[config.mk]
export PLATFORM = sky130hd
export DESIGN_NAME = pipe_hazard_ctrl
export DESIGN_NICKNAME = d
export VERILOG_FILES = /design/src/rtl/pipe_hazard_ctrl.sv
export SDC_FILE = /design/constraint.sdc
export NUM_CORES = 1
export LEC_CHECK = 0
export ABC_CLOCK_PERIOD_IN_PS = 1500
export CAP_MARGIN = 20
export CELL_PAD_IN_SITES_DETAIL_PLACEMENT = 1
export CELL_PAD_IN_SITES_GLOBAL_PLACEMENT = 1
export CORE_ASPECT_RATIO = 1.5
export CORE_MARGIN = 2
export CORE_UTILIZATION = 19
export DETAILED_ROUTE_END_ITERATION = 8
export HOLD_SLACK_MARGIN = 0.1
export PLACE_DENSITY = 0.79
export SLEW_MARGIN = 25
export SYNTH_ARGS = -nofsm -noshare
export SYNTH_HDL_FRONTEND = slang
export SYNTH_SLANG_ARGS = --single-unit
[constraint.sdc]
create_clock -name clk -period 1.5 [get_ports clk]
set_input_delay 0.3 -clock clk [delete_from_list [all_inputs] [get_ports clk]]
set_output_delay 0.3 -clock clk [all_outputs]
set_load 0.05 [all_outputs]
[src/rtl/pipe_hazard_ctrl.sv]
// Hazard controller for the 5-stage RV32 pipeline: M/W forwarding, load-use stall,
// taken-branch flush and a multi-cycle-op hold FSM. Define HAZ_PERF_EN for stall/flush perf counters.
module pipe_hazard_ctrl #(
  parameter int REG_AW = 5,
  parameter int MC_LAT = 4
`ifdef HAZ_PERF_EN
  , parameter int CNT_W = 16
`endif
) (
  input  logic              clk,
  input  logic              rst,
  input  logic [REG_AW-1:0] rs1_d,
  input  logic [REG_AW-1:0] rs2_d,
  input  logic [REG_AW-1:0] rs1_e,
  input  logic [REG_AW-1:0] rs2_e,
  input  logic [REG_AW-1:0] rd_e,
  input  logic              load_e,
  input  logic              pcsrc_e,
  input  logic              mc_start_e,
  input  logic [REG_AW-1:0] rd_m,
  input  logic              regwrite_m,
  input  logic [REG_AW-1:0] rd_w,
  input  logic              regwrite_w,
  output logic [1:0]        forward_ae,
  output logic [1:0]        forward_be,
  output logic              stall_f,
  output logic              stall_d,
  output logic              stall_e,
  output logic              flush_d,
  output logic              flush_e,
  output logic              mc_busy
`ifdef HAZ_PERF_EN
  , output logic [CNT_W-1:0] stall_cnt
  , output logic [CNT_W-1:0] flush_cnt
`endif
);

  localparam int CW = (MC_LAT > 1) ? $clog2(MC_LAT) : 1;
  localparam logic [CW-1:0] CNT_INIT = CW'((MC_LAT > 1) ? MC_LAT - 1 : 0);

  typedef enum logic {IDLE, BUSY} state_t;

  state_t        state;
  logic [CW-1:0] cnt;
  logic          mc_go;
  logic          mc_stall;
  logic          lw;

  assign mc_go   = mc_start_e && (MC_LAT > 1);
  assign mc_busy = (state == BUSY);

  always_ff @(posedge clk or negedge rst) begin
    if (!rst) begin
      state <= IDLE;
      cnt   <= '0;
    end else begin
      case (state)
        IDLE: if (mc_go) begin
          state <= BUSY;
          cnt   <= CNT_INIT;
        end
        BUSY: if (cnt > CW'(1)) begin
          cnt <= cnt - 1'b1;
        end else begin
          state <= IDLE;
          cnt   <= '0;
        end
        default: begin
          state <= IDLE;
          cnt   <= '0;
        end
      endcase
    end
  end

  // The start cycle stalls from IDLE; the final BUSY cycle (cnt==1) releases the pipe.
  always_comb begin
    mc_stall = (state == IDLE) ? mc_go : (cnt > CW'(1));
  end

  always_comb begin
    forward_ae = 2'b00;
    forward_be = 2'b00;
    stall_f    = 1'b0;
    stall_d    = 1'b0;
    stall_e    = 1'b0;
    flush_d    = 1'b0;
    flush_e    = 1'b0;
    lw         = load_e && (rd_e != '0) && ((rd_e == rs1_d) || (rd_e == rs2_d));
    if (rst) begin
      if (regwrite_m && (rd_m == rs1_e) && (rs1_e != '0))      forward_ae = 2'b10;
      else if (regwrite_w && (rd_w == rs1_e) && (rs1_e != '0)) forward_ae = 2'b01;
      if (regwrite_m && (rd_m == rs2_e) && (rs2_e != '0))      forward_be = 2'b10;
      else if (regwrite_w && (rd_w == rs2_e) && (rs2_e != '0)) forward_be = 2'b01;
      if (mc_stall) begin
        stall_f = 1'b1;
        stall_d = 1'b1;
        stall_e = 1'b1;
      end else if (pcsrc_e) begin
        flush_d = 1'b1;
        flush_e = 1'b1;
      end else if (lw) begin
        stall_f = 1'b1;
        stall_d = 1'b1;
        flush_e = 1'b1;
      end
    end
  end

`ifdef HAZ_PERF_EN
  always_ff @(posedge clk or negedge rst) begin
    if (!rst) begin
      stall_cnt <= '0;
      flush_cnt <= '0;
    end else begin
      if (stall_f && (stall_cnt != '1)) stall_cnt <= stall_cnt + 1'b1;
      if (flush_e && (flush_cnt != '1)) flush_cnt <= flush_cnt + 1'b1;
    end
  end
`endif

endmodule
==> results.yml <==
setup_path:
  r2r_setup_slack_ns: 0.32
  cp.arrival_ns: 1.61
  cp_max_fo: 2
  cp.required_ns: 1.20
  reg2reg_to: "mc_busy"
  startpoint: "rs2_d[0]"
  r2r_cells: 5
  timing.rr.start: "mc_busy"
  endpoint_kind: "output port"
  start_kind: "primary input"
  path_class: "primary input to output port"
global_routing:
  top_usage_layer: "met2"
  grt_max_degree: 7
  grt_pass1_vias: 1027
  grtUsageMet2_pct: 36.3
  antenna_found_initial: 0
  grt_pass1_wl_microns: 5100
  use_met3_pct: 3.86
  gr-usage-met1_pct: 18.4
  grtUsageTotal_pct: 18.4
  overflow: 0
route:
  drt-total-wl_microns: 3290
  ant_nets: 0
  drtIter0Drc: 6
  drt_first_pass_iters: 2
  vias_per_cell: 4.52
  drc_errors: 0
  wl_per_cell_microns: 17.0
  vias: 877
floorplanning:
  dieArea_sq_mm: 0.00369
  design.core.area_sq_mm: 0.00310
  ioPinCount: 52
  die_w_microns: 50.2
  initial_utilization_pct: 19.7
  rows: 25
  die_y_microns: 73.4
sta:
  holdWs_ns: 0.179
  min_period_ns: 1.91
  finalMaxSlewViolations: 0
  max-slew-margin-rel_pct: 76.5
  fin_crit_sh_pct: 127
  fin_worst_skew_ns: 0.000950
  setup_slack_ns: -0.408
  final-hold-violation-count: 0
  setup_viol: 9
  rsz0062_at_grt: "yes"
  worst_pin_slew_ns: 0.351
  clock.fmax_ghz: 0.524
place:
  placedCellCount: 184
  place_ws_ns: -0.815
  port_buffers: 51
  dp_hpwl_microns: 2540
  gp_congestion: 0.707
outcome:
  violations: "negative setup slack"
  outcome: "finished, violations left"
yosys:
  syn_area_sq_um: 609
  yosys_warnings: 0
  ys_seq_area_share_pct: 12.3
  synthesis.nets: 115
  ys_types: 22
  netlist.area_leader.share_pct: 23.0
  syn_area_per_cell_sq_um: 8.35
  ys_ff_latch: 3
  netlist_instances: 73
  synthTopCellsByArea: "xnor2_1 23%, xor2_1 20%, dfrtp_1 12%"
  synth_top_cell_by_area: "xnor2_1"
power:
  vdd_drop_max_v: 0.000906
  p_leak_nw: 0.708
  power_w: 0.00147
  power_density_mw_per_mm2: 902
final_layout:
  fillers: 345
  multiInputGateArea_sq_um: 701
  regArea_sq_um: 76.3
  final_cell_mix: "22 x buf_4, 15 x buf_2, 14 x xnor2_1"
  nets: 197
  area_delta_synth_final_pct: 168
  num_antenna_cells: 0
  final_cells: 194
  final_common_cell: "buf_4"
  final_core_util_pct: 52.6
  drive_gt1_share_pct: 63.0
clocking:
  cts-htree-levels: 1
  cts_tree: "built"
  cts.sinks: 3
  root_buffer: "clkbuf_8"
  numCtsBuffers: 3
  clk_latency_ns: 0.21
  holdBufCountCts: 0
  clock_tree.buffer_depth: 2
  clk_pin_slew_ns: 0.03
hold_path:
  hp-class: "primary input to async pin"
run:
  max-cap-violations: 0
-- worst max-delay path by stage --
| stage | endpoint | slack, ns |
|---|---|---|
| 6_report | flush_e | -0.41 |
| 4_1_cts | forward_be[0] | -0.45 |
| 5_1_grt | flush_e | -0.41 |
| 3_5_place_dp | stall_f | -0.82 |
| 2_1_floorplan | stall_f | -0.63 |
| 3_3_place_gp | stall_d | -0.72 |
-- report_power, final --
group	switching, W	total (W)	internal, W
Sequential	0.0000456	0.000173	0.000127
Clock	0.0000580	0.000240	0.000182
Combinational	0.000521	0.00106	0.000537
Total	0.000624	0.00147	0.000846
-- stage by stage --
stage | TNS [ns] | instance area, sq um
finish | -2.65 | 1630
global route | -2.91 | 1630
CTS | -2.64 | 1620
detailed placement | -5.66 | 1460
global placement | -5.08 | 1460
floorplan | -2.17 | 686
-- worst max-delay path: stages --
cell and delay, ns:
dlygate4sd2_1 0.25, xor2_1 0.15, nor2_1 0.18, a22oi_2 0.15, buf_4 0.17, o31ai_4 0.20, buf_6 0.19
-- cell usage after synthesis (all sizes together) --
| cell type | count |
|---|---|
| xnor2 | 16 |
| or4 | 3 |
| a22oi | 1 |
| o21ai | 3 |
| nand3 | 3 |
| nand3b | 1 |
| buf | 1 |
| mux2i | 1 |
| inv | 4 |
| xor2 | 14 |
| nand2 | 3 |
| nor2 | 6 |
| o41ai | 1 |
| o31ai | 1 |
| dfrtp | 3 |
| nor3 | 2 |
| and2 | 2 |
| nand4 | 4 |
| nor4 | 4 |
-- flip-flops by register name, indices dropped and copies added, names as in the netlist --
signal   flops
mc_busy      1
cnt          2
-- cells by family after synthesis --
family | synth area share [%]
AO/OA/AOI/OAI | 6.37
multiplexers | 1.64
XOR/XNOR | 43.1
buffers and inverters | 3.70
flip-flops | 12.3
AND/OR/NAND/NOR | 32.9
-- layer usage --
metal | wire (microns) | part of all wire, %
met4 | 63 | 1.9
met5 | 0 | 0
met1 | 1190 | 36
met3 | 202 | 6.1
met2 | 1840 | 56
-- what timing repair did --
item | in CTS | in global routing
endpoints found under the setup margin | 9 | 9
gates resized for setup | 140 | 20
setup buffers | 7 | 0
pin swaps | 33 | 16
-- area by class of cell --
| type | count | area share (%) |
|---|---|---|
| repair buffers | 78 | 45.0 |
| multi-input cells | 65 | 43.0 |
| flip-flops and latches | 3 | 4.68 |
| well taps | 40 | 3.07 |
| clock buffers | 4 | 2.76 |
| inverters | 4 | 1.46 |
Power figures use the tool's default switching activity.
